## config.mk

```make
export PLATFORM = sky130hd
export DESIGN_NAME = spatz_rsp_arbiter
export DESIGN_NICKNAME = d
export VERILOG_FILES = /design/src/rtl/spatz_pkg.sv /design/src/rtl/spatz_rsp_arbiter.sv
export SDC_FILE = /design/constraint.sdc
export NUM_CORES = 1
export LEC_CHECK = 0
export CORE_UTILIZATION = 25
export CTS_CLUSTER_SIZE = 14
export DETAILED_ROUTE_END_ITERATION = 8
export GPL_ROUTABILITY_DRIVEN = 0
export PLACE_DENSITY = 0.54
export RECOVER_POWER = 50
export SYNTH_ARGS = -nofsm -noshare
export SYNTH_HDL_FRONTEND = slang
export SYNTH_SLANG_ARGS = --single-unit
```

## constraint.sdc

```tcl
create_clock -name clk_i -period 9.5 [get_ports clk_i]
set_input_delay 1.9 -clock clk_i [delete_from_list [all_inputs] [get_ports clk_i]]
set_output_delay 1.9 -clock clk_i [all_outputs]
set_load 0.005 [all_outputs]
```

## src/rtl/spatz_pkg.sv

```systemverilog
// Response formats and widths shared by the Spatz completion stage.
package spatz_pkg;

    localparam int unsigned ELEN            = 32;
    localparam int unsigned GPRWidth        = 5;
    localparam int unsigned NrParallelInstr = 8;

    typedef logic [$clog2(NrParallelInstr)-1:0] spatz_id_t;

    typedef struct packed {
        spatz_id_t           id;
        logic [ELEN-1:0]     result;
        logic [GPRWidth-1:0] rd;
        logic                wb;
    } vfu_rsp_t;

    typedef struct packed {
        spatz_id_t id;
        logic      exc;
    } vlsu_rsp_t;

    typedef struct packed {
        spatz_id_t id;
    } vsldu_rsp_t;

endpackage

```

## src/rtl/spatz_rsp_arbiter.sv

```systemverilog
// Retires one VFU/VLSU/VSLDU response per cycle (round-robin) and buffers VFU scalar writebacks.
// Optional macro SPATZ_RSP_EXC_EN forwards the VLSU exception flag on retire_exc_o.
module spatz_rsp_arbiter
    import spatz_pkg::*;
#(
    parameter int unsigned WbFifoDepth = 2,
    parameter type rsp_vfu_t   = spatz_pkg::vfu_rsp_t,
    parameter type rsp_vlsu_t  = spatz_pkg::vlsu_rsp_t,
    parameter type rsp_vsldu_t = spatz_pkg::vsldu_rsp_t
) (
    input  logic                clk_i,
    input  logic                rst_i,
    input  logic                vfu_rsp_valid_i,
    input  rsp_vfu_t            vfu_rsp_i,
    output logic                vfu_rsp_ready_o,
    input  logic                vlsu_rsp_valid_i,
    input  rsp_vlsu_t           vlsu_rsp_i,
    output logic                vlsu_rsp_ready_o,
    input  logic                vsldu_rsp_valid_i,
    input  rsp_vsldu_t          vsldu_rsp_i,
    output logic                vsldu_rsp_ready_o,
    output logic                retire_valid_o,
    output spatz_id_t           retire_id_o,
    output logic                retire_exc_o,
    input  logic                retire_ready_i,
    output logic                wb_valid_o,
    output logic [ELEN-1:0]     wb_data_o,
    output logic [GPRWidth-1:0] wb_rd_o,
    input  logic                wb_ready_i
);

    localparam int unsigned PtrW = (WbFifoDepth > 1) ? $clog2(WbFifoDepth) : 1;
    localparam int unsigned MemN = 1 << PtrW;
    localparam int unsigned CntW = $clog2(WbFifoDepth + 1);

    typedef struct packed {
        logic [ELEN-1:0]     data;
        logic [GPRWidth-1:0] rd;
    } wb_entry_t;

    logic [1:0]      rr_q;
    logic            ret_valid_q;
    spatz_id_t       ret_id_q;
    wb_entry_t       mem_q [MemN];
    logic [PtrW-1:0] wr_ptr_q;
    logic [PtrW-1:0] rd_ptr_q;
    logic [CntW-1:0] cnt_q;

    logic            fifo_full;
    logic            can_load;
    logic [2:0]      elig;
    logic            found;
    logic [1:0]      gnt_idx;
    logic            grant;
    spatz_id_t       gnt_id;
    logic [1:0]      rr_next;
    logic            push;
    logic            pop;

    function automatic logic [PtrW-1:0] ptr_inc(input logic [PtrW-1:0] p);
        return (p == PtrW'(WbFifoDepth - 1)) ? '0 : p + PtrW'(1);
    endfunction

    assign fifo_full = (cnt_q == CntW'(WbFifoDepth));
    // A VFU response carrying a writeback must not be taken while the FIFO has no room.
    assign elig      = {vsldu_rsp_valid_i, vlsu_rsp_valid_i,
                        vfu_rsp_valid_i & (~vfu_rsp_i.wb | ~fifo_full)};
    assign can_load  = ~ret_valid_q | retire_ready_i;

    always_comb begin
        found   = 1'b0;
        gnt_idx = 2'd0;
        case (rr_q)
            2'd1: begin
                if (elig[1])      begin found = 1'b1; gnt_idx = 2'd1; end
                else if (elig[2]) begin found = 1'b1; gnt_idx = 2'd2; end
                else if (elig[0]) begin found = 1'b1; gnt_idx = 2'd0; end
            end
            2'd2: begin
                if (elig[2])      begin found = 1'b1; gnt_idx = 2'd2; end
                else if (elig[0]) begin found = 1'b1; gnt_idx = 2'd0; end
                else if (elig[1]) begin found = 1'b1; gnt_idx = 2'd1; end
            end
            default: begin
                if (elig[0])      begin found = 1'b1; gnt_idx = 2'd0; end
                else if (elig[1]) begin found = 1'b1; gnt_idx = 2'd1; end
                else if (elig[2]) begin found = 1'b1; gnt_idx = 2'd2; end
            end
        endcase
    end

    always_comb begin
        gnt_id = vsldu_rsp_i.id;
        case (gnt_idx)
            2'd0:    gnt_id = vfu_rsp_i.id;
            2'd1:    gnt_id = vlsu_rsp_i.id;
            default: gnt_id = vsldu_rsp_i.id;
        endcase
    end

    // Reset gates the grant so no ready is seen and nothing is captured while rst_i is high.
    assign grant   = found & can_load & ~rst_i;
    assign rr_next = (gnt_idx == 2'd2) ? 2'd0 : gnt_idx + 2'd1;

    assign vfu_rsp_ready_o   = grant & (gnt_idx == 2'd0);
    assign vlsu_rsp_ready_o  = grant & (gnt_idx == 2'd1);
    assign vsldu_rsp_ready_o = grant & (gnt_idx == 2'd2);

    assign push = vfu_rsp_ready_o & vfu_rsp_i.wb;
    assign pop  = (cnt_q != '0) & wb_ready_i;

    always_ff @(posedge clk_i) begin
        if (rst_i) begin
            rr_q        <= 2'd0;
            ret_valid_q <= 1'b0;
            ret_id_q    <= '0;
            wr_ptr_q    <= '0;
            rd_ptr_q    <= '0;
            cnt_q       <= '0;
        end else begin
            if (grant) begin
                rr_q        <= rr_next;
                ret_valid_q <= 1'b1;
                ret_id_q    <= gnt_id;
            end else if (retire_ready_i) begin
                ret_valid_q <= 1'b0;
            end
            if (push) wr_ptr_q <= ptr_inc(wr_ptr_q);
            if (pop)  rd_ptr_q <= ptr_inc(rd_ptr_q);
            if (push && !pop)      cnt_q <= cnt_q + CntW'(1);
            else if (pop && !push) cnt_q <= cnt_q - CntW'(1);
        end
    end

    always_ff @(posedge clk_i) begin
        if (push) mem_q[wr_ptr_q] <= '{data: vfu_rsp_i.result, rd: vfu_rsp_i.rd};
    end

`ifdef SPATZ_RSP_EXC_EN
    logic ret_exc_q;

    always_ff @(posedge clk_i) begin
        if (rst_i)      ret_exc_q <= 1'b0;
        else if (grant) ret_exc_q <= (gnt_idx == 2'd1) & vlsu_rsp_i.exc;
    end

    assign retire_exc_o = ret_exc_q;
`else
    logic unused_vlsu_exc;

    assign unused_vlsu_exc = vlsu_rsp_i.exc;
    assign retire_exc_o    = 1'b0;
`endif

    assign retire_valid_o = ret_valid_q;
    assign retire_id_o    = ret_id_q;

    // Payload is masked while empty so the outputs read zero after reset.
    assign wb_valid_o = (cnt_q != '0);
    assign wb_data_o  = wb_valid_o ? mem_q[rd_ptr_q].data : '0;
    assign wb_rd_o    = wb_valid_o ? mem_q[rd_ptr_q].rd   : '0;

endmodule

```

* After elaboration in Yosys (flattened, before gate mapping)
Memories as Yosys holds them, arrays and structs flattened. A register that Yosys moved wholly into a read port is not among the register bits.
Index checks and enable logic that the tools add are counted.
** Storage, ports and cells
- Memories kept :: 1
- Output and inout bits :: 46
- RAM bits :: 74
- Register bits after elaboration :: 10
** Memory list
- mem_q :: words 2, width 37, read ports 1, clocked after memory_dff 1, write ports 1, line spatz_rsp_arbiter.sv:44 : wb_entry_t mem_q [MemN];
** Operators by class
- Bitwise gates (word level) :: 14
- $add $sub $neg :: 5
- Equality and inequality tests :: 5
- Reduce and logical (&&, ||, !) cells :: 8
- Mux-type cells :: 31
** Operators by type and width (count)
- two-way mux 32 bit :: 1
- two-way mux 1 bit :: 19
- two-way mux 2 bit :: 7
- AND 1 bit :: 8
- == test 2 bit, second input constant :: 3
- case mux 3 bit (2 select lines) :: 1
- nonzero test 2 bit :: 3
- two-way mux 5 bit :: 1
- adder 2 x 1 -> 2 bit, second input constant :: 2
- == test 2 x 1 -> 1 bit, second input constant :: 2
- inverter 1 bit :: 4
- case mux 2 bit (2 select lines) :: 1
- adder 1 bit, second input constant :: 2
- logical AND 1 bit :: 2
- zero test 1 bit :: 2
- zero test 2 bit :: 1
- OR 1 bit :: 2
- case mux 1 bit (2 select lines) :: 1
- subtractor 2 x 1 -> 2 bit, second input constant :: 1

* Depth between registers and ports, before layout
Gate-level depths: netlist of the first run.
- Word-level depth :: 16
- Mapped depth :: 10
- Mapped depth without buffers :: 10

* Worst setup path after synthesis of the first run
Ideal clock, no wire load.
- Kind :: input port to flip-flop
- Start :: input port retire_ready_i
- End :: memory mem_q[0][0] (netlist name) (enable)
- Arrival time :: 5295 ps
- Library setup time :: 477 ps
- Path buffers :: 0
- Slack :: 3727 ps
- Stages on the path :: 4
- Data required time :: 9023 ps
- Path through :: and2b_2 -> or3_4 -> or2_4 -> nor3_1
** On the way
- Longest elaborated chain between the ends :: 7
** RTL lines
- start: declaration :: line spatz_rsp_arbiter.sv:25 : input logic retire_ready_i,
- OR 1 bit :: line spatz_rsp_arbiter.sv:68 : assign can_load = ~ret_valid_q | retire_ready_i;
- AND 1 bit (2 in a row) :: line spatz_rsp_arbiter.sv:102 : assign grant = found & can_load & ~rst_i;
- AND 1 bit :: line spatz_rsp_arbiter.sv:105 : assign vfu_rsp_ready_o = grant & (gnt_idx == 2'd0);
- AND 1 bit :: line spatz_rsp_arbiter.sv:109 : assign push = vfu_rsp_ready_o & vfu_rsp_i.wb;
- two-way mux 1 bit :: line spatz_rsp_arbiter.sv:136 : if (push) mem_q[wr_ptr_q] <= '{data: vfu_rsp_i.result, rd: vfu_rsp_i.rd};
- two-way mux 1 bit (not written as such) :: line spatz_rsp_arbiter.sv:136
- end: declaration :: line spatz_rsp_arbiter.sv:44
No other way between the ends.

* Worst setup path in the final report of the first run
- Start :: input port rst_i
- End :: output port vlsu_rsp_ready_o
** On the way
- Longest elaborated chain between the ends :: 3
** RTL lines
- start: declaration :: line spatz_rsp_arbiter.sv:12 : input logic rst_i,
- inverter 1 bit :: line spatz_rsp_arbiter.sv:102
- AND 1 bit :: line spatz_rsp_arbiter.sv:102
- AND 1 bit :: line spatz_rsp_arbiter.sv:106 : assign vlsu_rsp_ready_o = grant & (gnt_idx == 2'd1);
- end: declaration :: line spatz_rsp_arbiter.sv:18 : output logic vlsu_rsp_ready_o,
No other way between the ends.

==> metrics.txt, run 1 <==
outcome=completed; reg2reg start=rr_q[0]$_SDFFE_PP0N_; Post-CTS Hold Fix Bufs=0; Yosys top cell area share=63.54%; routed vias=between 2k and 2.5k; Post-synth EDFFs=74; number of synthesized register bits=85; fraction of layout cells with a size suffix above 1=7.407%; number of CTS-inserted buffers=9; worst reg2reg endpoint=mem_q[0][31]$_DFFE_PP_; Final WS setup=roughly 3500 ps; Sequential cell area=2444 sq um; Post-synth top cells=74 x edfxtp_1, 43 x nor2_1, 37 x mux2i_1; multi-input logic area=969.7 sq um; Crit Path Class=in -> out; top-count cell post-synth=edfxtp_1; setup TNS after final layout=0 ps; Area contributors post-synth=edfxtp_1 64%, mux2i_1 11%, dfxtp_1 6.3%; Worst Setup Start Kind=input port; number of routed nets with antenna violations=0; Peak Freq=165.4 MHz; number of antenna violations at the first check in global routing=1; DP HPWL=4883 microns; vias in the first global route=2188; Critical Path AT=between 4000 and 5000 ps; die area=14460 sq um; Die Y=120.3 microns; CP max stage cell=dlygate4sd3_1; critical path peak fanout=12; Pre-antenna DRT Iters=4; mean post-synth cell area=14.27 sq um; Worst-Skew Late Latency=340 ps; core area=13450 sq um; worst setup path start=rst_i; Mapped Cells=245; final setup vio count=0; R2R depth=7; final core occ=36.82%; post-DR vias/cell=4.295; Leak=1.646 nW; Synth-to-Final Area Change=41.65%; Final nets=404; Synth Warn #=0; Crit path largest cell delay=690 ps; Sink Count=85; Root Buffer=clkbuf_16; DRC Markers=0; post-synthesis sequential area ratio=69.84%; htree depth=3; Layout fillers=1312; DR WL/cell=14.23 microns; clk buf depth=2; remaining global-route overflow=0; post-synth cell types=46; Hold WC Path Type=reg -> reg; Post-Place Worst Slack=roughly 3700 ps; CTS resizes=0; final hold viol count=0; Critical Path Sink=vlsu_rsp_ready_o; row count=42; RSZ-0062 raised after global routing=false; FF-to-FF setup slack=approximately 6200 ps; IR drop worst, VDD=0.09833 mV; syn nets=303; PD cells=230.4 nW/um^2; drt initial violations=63; Detailed Route WL=7511 microns; Setup crit end kind=primary output; CTS tree=built; I/O Pins=101; largest net degree at the start of global routing=39; Mapped Area=between 3000 and 4000 sq um; Post-synth ARST share=0%; GRT Resource Usage Total=10.94%; Critical Path RT=7600 ps; Period minus WS final=roughly 6000 ps; total power=1.141 mW; worst-path cell chain=dlygate4sd3_1 -> nor3_1 -> and4_1 -> clkdlybuf4s50_1; clk slew on worst S/H paths=roughly 60 ps; Slew HR=about a fifth; area leader, netlist=edfxtp_1; Final Max Tran Viols=0; postcts setup bufs=0; clock skew=~4.7 ps; first-pass GRT wire length=11630 microns; PortBufs=98; Max Cap Viol=0; final worst-path cycle share=about 64%; Initial Utilization=26.00%; Slew @ Worst Pin=around 1200 ps; most common flop cell mapped by yosys=edfxtp_1; Chip Width=between 100 and 150 microns
## cell families (layout without fill, tap and decap cells)
group | after synthesis | after routing | share of synthesized area (%)
xor gates and xnor gates | 3 | 3 | 0.7515
other | 1 | 2 | 0.1072
muxes | 37 | 37 | 10.59
and+or+nand+nor | 68 | 68 | 9.518
adders and majority gates | 3 | 3 | 1.073
buffers and inverters | 19 | 125 | 2.325
AOI/OAI and AO/OA | 29 | 29 | 5.797
DFF | 85 | 85 | 69.84
## metrics by stage
step / hold slack (ps) / std cells / area (sq um)
6_report: 496.8 / 528 / 4954
5_1_grt: 525.4 / 528 / 4954
4_1_cts: 513.1 / 527 / 4976
3_5_place_dp: 502.1 / 511 / 4684
3_3_place_gp: 489.5 / 511 / 4684
2_1_floorplan: 455.2 / 245 / 3497
## worst max-delay path, delay by kind of cell
family        cells  cell delay (ps)
simple gates      2             1030
buf+inv           2             1210
## sequential cells by signal (all words and copies together) (netlist names), named ones only
name and cells:
cnt_q 2, wr_ptr_q 1, mem_q 74, retire_id_o 3, rd_ptr_q 1, rr_q 2, retire_valid_o 1
## area by class of cell
cell class                 instances  share of cell area, %
sequential                        85                  49.33
timing repair buffer             101                  20.11
multi-input combinational        141                  19.58
clock buffer                      10                  4.622
tap                              176                  4.446
clock inverter                     6                  1.263
inverter                           8                 0.6062
antenna                            1                0.05052
## cells in the final DEF, fill, tap and decap left out, types with 2 or more instances in the layout
master / n
a211oi_1: 3
a21oi_1: 8
a311oi_1: 3
clkbuf_1: 3
clkbuf_16: 9
clkdlybuf4s50_1: 56
clkinvlp_4: 2
dfxtp_1: 10
dlygate4sd3_1: 42
edfxtp_1: 74
ha_1: 3
inv_1: 7
mux2i_1: 37
nand2_1: 5
nand3_1: 2
nand4_1: 3
nor2_1: 42
nor3_1: 2
o21ai_0: 2
o21ai_1: 2
or3_1: 2
xor2_1: 3
## worst min path at each step
stage,cells after the start,from,end
global route,1,wr_ptr_q$_SDFFE_PP0P_,wr_ptr_q$_SDFFE_PP0P_
global placement,2,rd_ptr_q$_SDFFE_PP0P_,rd_ptr_q$_SDFFE_PP0P_
CTS,1,wr_ptr_q$_SDFFE_PP0P_,wr_ptr_q$_SDFFE_PP0P_
floorplan,1,wr_ptr_q$_SDFFE_PP0P_,wr_ptr_q$_SDFFE_PP0P_
detailed placement,1,wr_ptr_q$_SDFFE_PP0P_,wr_ptr_q$_SDFFE_PP0P_
finish,1,wr_ptr_q$_SDFFE_PP0P_,wr_ptr_q$_SDFFE_PP0P_
## power by group
group / switching [mW] / internal, mW / total [mW] / leakage (nW)
sequential: 0.0295 / 0.429 / 0.458 / 0.761
combinational: 0.147 / 0.191 / 0.337 / 0.749
clock: 0.142 / 0.203 / 0.345 / 0.137
## routing by layer
metal,GRT usage (%),up-vias,wire (microns)
met2,16.99,72,3480
met1,13.65,1074,3418
met4,5.787,0,160
met3,3.302,12,452
met5,0,-,0
li1,-,1110,-
(Power assumes the default switching activity.)
==> run 2: changes to the inputs <==
==> constraint.sdc (replaced) <==
create_clock -name clk_i -period 5.65 [get_ports clk_i]
set_input_delay 1.13 -clock clk_i [delete_from_list [all_inputs] [get_ports clk_i]]
set_output_delay 1.13 -clock clk_i [all_outputs]
set_load 0.005 [all_outputs]
==> run 2 against run 1 <==
Hold slack better by 1.5 ps. Die area is the same. Power rose by 76%. Flip-flop and latch count did not move. Critical path depth unchanged. Clock-buffer cell count down 1. Wire length shrank 1.7%. Largest cell class unchanged. Largest power group unchanged.
==> metrics.txt, run 2 (synthesis gave the netlist of run 1 again) <==
Setup crit end kind=primary output; post-DR vias/cell=4.269 (-0.62%); Detailed Route WL=7384 microns (-1.7%); Worst Setup Start Kind=input port; Worst-Skew Late Latency=330 ps (about the same); final worst-path cycle share=79.39%; Max Cap Viol=0 (unchanged); I/O Pins=101 (unchanged); first-pass GRT wire length=11700 microns (+0.53%); number of cells on the worst hold path=1 (unchanged); Initial Utilization=26.00% (unchanged); P_sw=0.5341 mW (+68%); number of antenna violations at the first check in global routing=1 (unchanged); drt initial violations=136 (+120%); CTS tree=built; remaining global-route overflow=0 (unchanged); max reg flops=74 (unchanged); htree depth=3 (unchanged); DP HPWL=4918 microns (+0.70%); placed insts=511 (unchanged); Final Max Tran Viols=0 (unchanged); Synth-to-Final Area Change=43.33%; Finished Layout Cells=528 (unchanged); Internal=1.477 mW (+79%); Slew @ Worst Pin=1084 ps (-101.2 ps); Final WS setup=1165 ps (-2290 ps); Pre-antenna DRT Iters=6 (+2); clk slew on worst S/H paths=60 ps (about the same); final setup vio count=0 (unchanged); RSZ-0062 raised after global routing=false; FF-to-FF setup slack=2370 ps (-3790 ps); clock skew=4.252 ps (-0.4470 ps); DR WL/cell=13.98 microns (-1.7%); PD cells=401.2 nW/um^2 (+74%); Post-Place Worst Slack=1365 ps (-2313 ps); Critical Path RT=4520 ps (-3080 ps); Die Y=120.3 microns (unchanged); largest net degree at the start of global routing=39 (unchanged); Final nets=404 (unchanged); most frequent cells in the layout=74 x edfxtp_1, 56 x clkdlybuf4s50_1, 42 x nor2_1, 42 x dlygate4sd3_1, 37 x mux2i_1; clk buf depth=2 (unchanged); Clock Power Share=33.4% (+3.1 points); row count=42 (unchanged); postcts setup bufs=0 (unchanged); reg2reg start=rr_q[0]$_SDFFE_PP0N_; R2R depth=7 (unchanged); outcome=completed; Hold WC Path Type=reg -> reg; DRC Markers=0 (unchanged); Period minus WS final=4485 ps; core area=13450 sq um (unchanged); PortBufs=98 (unchanged); vias in the first global route=2340 (+6.9%); CTS resizes=0 (unchanged); Peak Freq=222.9 MHz; Critical Path AT=3360 ps (-790 ps); switch share=26.56% (-1.3 points); number of routed nets with antenna violations=0 (unchanged); worst reg2reg endpoint=mem_q[0][26]$_DFFE_PP_; IR drop worst, VDD=0.1622 mV (+65%); most common cell after layout, fill and taps aside=edfxtp_1; Chip Width=120.3 microns (unchanged); die area=14460 sq um (unchanged); WHS Endpoint=wr_ptr_q$_SDFFE_PP0P_; fraction of layout cells with a size suffix above 1=8.262% (+0.85 points); Sink Count=85 (unchanged); Flop pwr share=38.2% (-2.0 points); Post-CTS Hold Fix Bufs=0 (unchanged); Combinational Power Share=28.4% (-1.2 points); Crit Path Class=in -> out; GRT Resource Usage Total=10.60% (-0.34 points); Leak=1.684 nW (+2.3%); critical path peak fanout=12 (unchanged); routed vias=2254 (-0.62%); final hold viol count=0 (unchanged); Root Buffer=clkbuf_16; setup TNS after final layout=0 ps (unchanged); Hold Startpoint=wr_ptr_q$_SDFFE_PP0P_; number of CTS-inserted buffers=9 (unchanged); Biggest register=mem_q; Slew HR=27.75% (+6.7 points)
[run 2: layer usage]
| layer | vias to the layer above | track usage (%) | share of wire (%) |
|---|---|---|---|
| li1 | 1113 | - | - |
| met1 | 1056 | 13.19 | 48 |
| met2 | 75 | 17.06 | 46 |
| met3 | 10 | 3.443 | 5.3 |
| met4 | 0 | 4.012 | 1.5 |
| met5 | - | 0 | 0 |
[run 2: worst max path at each step]
stage                       endpoint  depth (start not counted)             start  slack, ps
3_5_place_dp         vfu_rsp_ready_o                          5             rst_i       1370
2_1_floorplan  mem_q[0][0]$_DFFE_PP_                          4    retire_ready_i        650
6_report            vlsu_rsp_ready_o                          4             rst_i       1160
3_3_place_gp         vfu_rsp_ready_o                          5             rst_i       1370
5_1_grt             vlsu_rsp_ready_o                          4             rst_i       1020
4_1_cts            vsldu_rsp_ready_o                          6  vlsu_rsp_valid_i       1360
[run 2: area by class of cell]
type	instances	area [sq um]
Clock buffer	9	225.2
Multi-Input combinational cell	141	969.7
Antenna cell	1	2.502
Clock inverter	7	121.4
Tap cell	176	220.2
Timing Repair Buffer	101	999.7
Sequential cell	85	2444
Fill cell	1349	8441
Inverter	8	30.03
[run 2: critical path: stages]
cell and delay [ps]:
dlygate4sd3_1 710, nor3_1 660, and4_1 330, clkdlybuf4s50_1 520
[run 2: power groups by stage]
stage               sequential (mW)  clock, mW  combinational [mW]
floorplan                     0.748          0               0.309
global placement              0.781          0               0.595
detailed placement            0.782          0               0.596
CTS                           0.769      0.693               0.598
global route                  0.774      0.719               0.628
finish                        0.768      0.672               0.570
[run 2: per-stage QoR]
stage / power, mW / instance area [sq um] / utilization, % / hold WS, ps
2_1_floorplan: 1.057 / 3497 / - / 455.2
3_3_place_gp: 1.376 / 4684 / 34.82 / 487.1
3_5_place_dp: 1.379 / 4684 / 34.82 / 490.0
4_1_cts: 2.061 / 5031 / 37.40 / 508.1
5_1_grt: 2.121 / 5012 / 37.26 / 535.4
6_report: 2.011 / 5012 / 37.26 / 498.4
==> edit 1, RTL diff (settings of run 2) <==
Build with the macro `SPATZ_RSP_EXC_EN` defined.
--- a/src/rtl/spatz_rsp_arbiter.sv
+++ b/src/rtl/spatz_rsp_arbiter.sv
@@ -1,5 +1,7 @@
 // Retires one VFU/VLSU/VSLDU response per cycle (round-robin) and buffers VFU scalar writebacks.
 // Optional macro SPATZ_RSP_EXC_EN forwards the VLSU exception flag on retire_exc_o.
+`define SPATZ_RSP_EXC_EN
+
 module spatz_rsp_arbiter
     import spatz_pkg::*;
 #(
Formal check against the unedited RTL: not equivalent (Yosys sat finds a counterexample within 4 cycles, from zero or initial values and one cycle with rst_i high).
==> edit 1 against run 2 <==
The flow now finishes with violations (max-capacitance violations, max-slew violations); count of clock-buffer cells in the layout grew 1; wire length rose by 3.6%; core utilization is 1.1 points lower; critical path depth is 1 lower; sequential cell count grew 1; sequential power about the same; synthesized area up 1.1%; setup slack worse by 0.19 ns; first-iteration DRC count shrank 25%; power fell by 4.7%; cell area is 0.30% lower; critical endpoint is now wb_valid_o; largest power group unchanged.
==> edit 1: results (changes against run 2) <==
Yosys
  • Synth cell types: 37 (-20%)
  • Synth area leaders: edfxtp_1 (63%), mux2i_1 (11%), dfxtp_1 (6.8%)
  • Mapped Cells: 248 (+1.2%)
  • Mapped Nets: 306 (+0.99%)
  • Synth Area in Compound Gates: 5.55% (-0.24 points)
  • Register area share after synthesis: 69.6% (-0.22 points)
  • Top cells by count, synth: edfxtp_1 (74), nor2_1 (44), mux2i_1 (38)
  • Post-Synth Adder-Cell Area: 1.06% (-0.012 points)

Routing
  • Iter 0 DRT Violations: 102 (-25%)
  • DR pass1 iterations: 4 (-2)
  • Via density: 4.39 (+2.8%)
  • WL/cell: 14.3 um (+2.4%)
  • Via Count: 2343 (+3.9%)

Global route
  • Met1 GRT Util: 13.2% (-0.017 points)
  • Vias in the first global route: 2411 (+3.0%)
  • First-pass GRT wire length: 12.1 mm (+3.5%)

Place
  • Placed insts: 518 (+1.4%)
  • Area after DPL: 4730 sq um (+0.93%)
  • Hpwl dp: 4.96 mm (+0.87%)
  • Number of I/O port buffers: 100 (+2.0%)

STA
  • Slew headroom: -80.2% (-110 points)
  • Max Freq: 214 MHz (-4.2%)
  • Clock skew: 0.00697 ns (+0.00272 ns)
  • Max-slew violations: 39 (+39)

Worst setup path
  • CP arrival: 3.55 ns (+0.19 ns)
  • Setup crit start: cnt_q[0]$_SDFFE_PP0P_

Flow run
  • Max-cap viol count: 1 (+1)

Layout
  • Layout cell share with drive strength beyond 1: 7.34% (-0.92 points)
  • # diodes: 0 (-1)

Power
  • Peak supply drop: 125 uV (-23%)
  • Internal power: 0.00139 W (-6.0%)
  • Static Leak: 1.70 nW (+0.85%)

Outcome
  • Failing checks: max-capacitance violations, max-slew violations
  • Outcome: finished, violations left
==> edit 1: through the flow <==
stage	total power, W	worst slack [ns]	hold WS (ns)
2_1_floorplan	0.00106	2.33	0.445
3_3_place_gp	0.00139	1.30	0.465
3_5_place_dp	0.00139	1.20	0.470
4_1_cts	0.00198	1.18	0.482
5_1_grt	0.00203	0.464	0.519
6_report	0.00192	0.970	0.480
==> edit 1: layout make-up <==
class / count / area [sq um]
fill: 1355 / 8830
sequential: 86 / 2460
timing repair buffer: 101 / 1010
multi-input combinational: 145 / 986
clock buffer: 10 / 229
tap: 180 / 225
clock inverter: 6 / 62.6
inverter: 6 / 22.5
==> edit 1: power by group through the flow <==
stage	Clock, W	Sequential (W)	Combinational, W
after floorplan	0	0.000756	0.000302
after global placement	0	0.000787	0.000607
after detailed placement	0	0.000787	0.000607
after CTS	0.000595	0.000774	0.000611
after global routing	0.000618	0.000775	0.000640
final	0.000576	0.000767	0.000573
==> edit 1: final timing paths <==
path | slack [ns] | cells after the start | endpoint
max | 0.97 | 3 | wb_valid_o
min reg2reg | 0.48 | 1 | wr_ptr_q$_SDFFE_PP0P_
min | 0.48 | 1 | wr_ptr_q$_SDFFE_PP0P_
max reg2reg | 2.02 | 6 | cnt_q[1]$_SDFFE_PP0P_
==> edit 1: worst max-delay path, stage by stage (launching register included) <==
cell	delay [ns]
dfxtp_1	0.37
nor2_1	1.99
inv_1	0.16
dlygate4sd3_1	0.69
==> edit 1: kinds of logic (layout without fill, tap and decap cells) <==
| group | Yosys count | after routing |
|---|---|---|
| AOI/OAI and AO/OA | 28 | 28 |
| xor gates and xnor gates | 3 | 3 |
| adders and majority gates | 3 | 3 |
| buffers and inverters | 17 | 123 |
| DFF | 86 | 86 |
| muxes | 38 | 38 |
| and+or+nand+nor | 73 | 73 |
==> edit 1: routing by layer <==
metal,up-vias,share of wire [%]
met5,-,0.17
met4,2,2.6
met2,90,47
met3,19,6.7
met1,1109,44
li1,1123,-
==> edit 2, RTL diff (settings of run 2) <==
Without the edit above. Set the package constant `ELEN` to 48 (it was 32).
--- a/src/rtl/spatz_pkg.sv
+++ b/src/rtl/spatz_pkg.sv
@@ -1,7 +1,7 @@
 // Response formats and widths shared by the Spatz completion stage.
 package spatz_pkg;
 
-    localparam int unsigned ELEN            = 32;
+    localparam int unsigned ELEN            = 48;
     localparam int unsigned GPRWidth        = 5;
     localparam int unsigned NrParallelInstr = 8;
 
Interface: changed (resized vfu_rsp_i and wb_data_o); port bits go from 101 to 133. The function was not compared with the original's and may differ.
==> edit 2 against run 2 <==
The run now ends with design-rule violations, max-capacitance violations, max-slew violations left; sequential power grew 43%; sequential cell count is 32 higher; synthesized area grew 34%; cell area increased by 36%; global-route usage grew 0.85 points; clock skew up 0.0057 ns; setup slack got worse by 0.029 ns; core utilization increased by 0.32 points; register-to-register slack lost 0.34 ns; power rose by 43%; wire length grew 41%; critical endpoint unchanged; highest routed layer unchanged.
==> edit 2: results (changes against run 2) <==
Outcome
  • Failing checks: design-rule violations, max-capacitance violations, max-slew violations
  • Outcome: finished, violations left

Global route
  • Vias in the first global route: 3145 (+34%)
  • GR Util All Layers: 11.4% (+0.85 points)
  • Pin count of the biggest net entering global routing: 54 (+38%)
  • First-pass GRT wire length: 16.7 mm (+43%)

CTS
  • Total number of H-tree levels: 4 (+1)
  • CTS Buf Count: 17 (+8)

STA
  • Final hold slack: 0.499 ns (+0.000134 ns)
  • Slew headroom: -4.85% (-33 points)
  • Max-slew violations: 27 (+27)
  • Clock skew: 0.00997 ns (+0.00572 ns)
  • Tmin final: 4.51 ns (+0.0293 ns)

Yosys
  • Top cells by count, synth: edfxtp_1 (106), nor2_1 (59), mux2i_1 (53)
  • Synth area leaders: edfxtp_1 (68%), mux2i_1 (11%), nor2_1 (4.7%)
  • Mapped Cells: 312 (+27%)
  • Register area share after synthesis: 72.6% (+2.8 points)
  • EDFF count, synth: 106 (+43%)
  • Mapped Nets: 386 (+27%)

Place
  • Pre-CTS setup slack: 1.39 ns (+0.0278 ns)
  • Hpwl dp: 6.60 mm (+34%)
  • Number of I/O port buffers: 130 (+33%)

Min path
  • Hold depth: 2 (+1)

Power
  • Switching portion of total power: 26.1% (-0.48 points)
  • Static Leak: 2.28 nW (+35%)
  • Peak supply drop: 185 uV (+14%)
  • Clock-net power: 0.00104 W (+55%)
  • Sw Pwr: 0.000749 W (+40%)
  • P_comb: 0.000728 W (+28%)

Layout
  • Fill count: 1733 (+28%)
  • Layout cell share with drive strength beyond 1: 8.62% (+0.36 points)
  • Number of flip-flops in the largest register: 106 (+43%)
  • Nets: 525 (+30%)
  • Multi-input gate area: 1190 sq um (+22%)

Routing
  • DR DRC count: 16 (+16)

Flow run
  • Max-cap viol count: 1 (+1)

Worst setup path
  • R2R Setup Slk: 2.03 ns (-0.34 ns)
## edit 2: cell count changes in the layout (fill, tap and decap cells not counted), moves of 2 or more
| cell | run 2 | this run |
|---|---|---|
| mux2i_1 | 37 | 53 |
| edfxtp_1 | 74 | 106 |
| nor2_1 | 42 | 58 |
| clkbuf_8 | 0 | 4 |
| inv_6 | 2 | 0 |
| clkbuf_1 | 1 | 7 |
| clkinv_2 | 1 | 3 |
| clkbuf_16 | 9 | 17 |
| dlygate4sd3_1 | 42 | 58 |
| clkdlybuf4s50_1 | 56 | 72 |
## edit 2: per-layer routing
layer  vias up  wire length, um  global-route usage, %
met3        11              713                   4.80
li1       1447                -                      -
met4         0              119                   4.39
met5         -                0                      0
met1      1429             4570                   13.5
met2       107             5040                   18.5
## edit 2: kinds of logic after synthesis
logic type	count (synthesis)	synth area share [%]
adder cells (fa/ha/maj)	3	0.801
XOR/XNOR	3	0.561
other	1	0.0800
AO/OA/AOI/OAI	29	4.32
multiplexers	53	11.3
AND/OR/NAND/NOR	84	8.33
buffers and inverters	22	2.00
flip-flops	117	72.6
## edit 2: layout make-up
cell class	instances	area share, %
Inverter	8	0.440
Tap cell	229	4.20
Sequential cell	117	50.0
Clock inverter	5	1.10
Multi-Input combinational cell	173	17.4
Timing Repair Buffer	134	19.5
Clock buffer	27	7.38
Antenna cell	1	0.0367
## edit 2: path summary, 6_finish.rpt
| kind | startpoint | end |
|---|---|---|
| min reg2reg | rd_ptr_q$_SDFFE_PP0P_ | register |
| max reg2reg | rr_q[0]$_SDFFE_PP0N_ | mem_q[0][0]$_DFFE_PP_ |
| max | rst_i | vlsu_rsp_ready_o |
| min | rd_ptr_q$_SDFFE_PP0P_ | register |
## edit 2: tightest hold or removal path: stages, from the launching register on
cell     delay [ns]
dfxtp_1        0.32
xor2_1         0.07
nor2_1         0.07
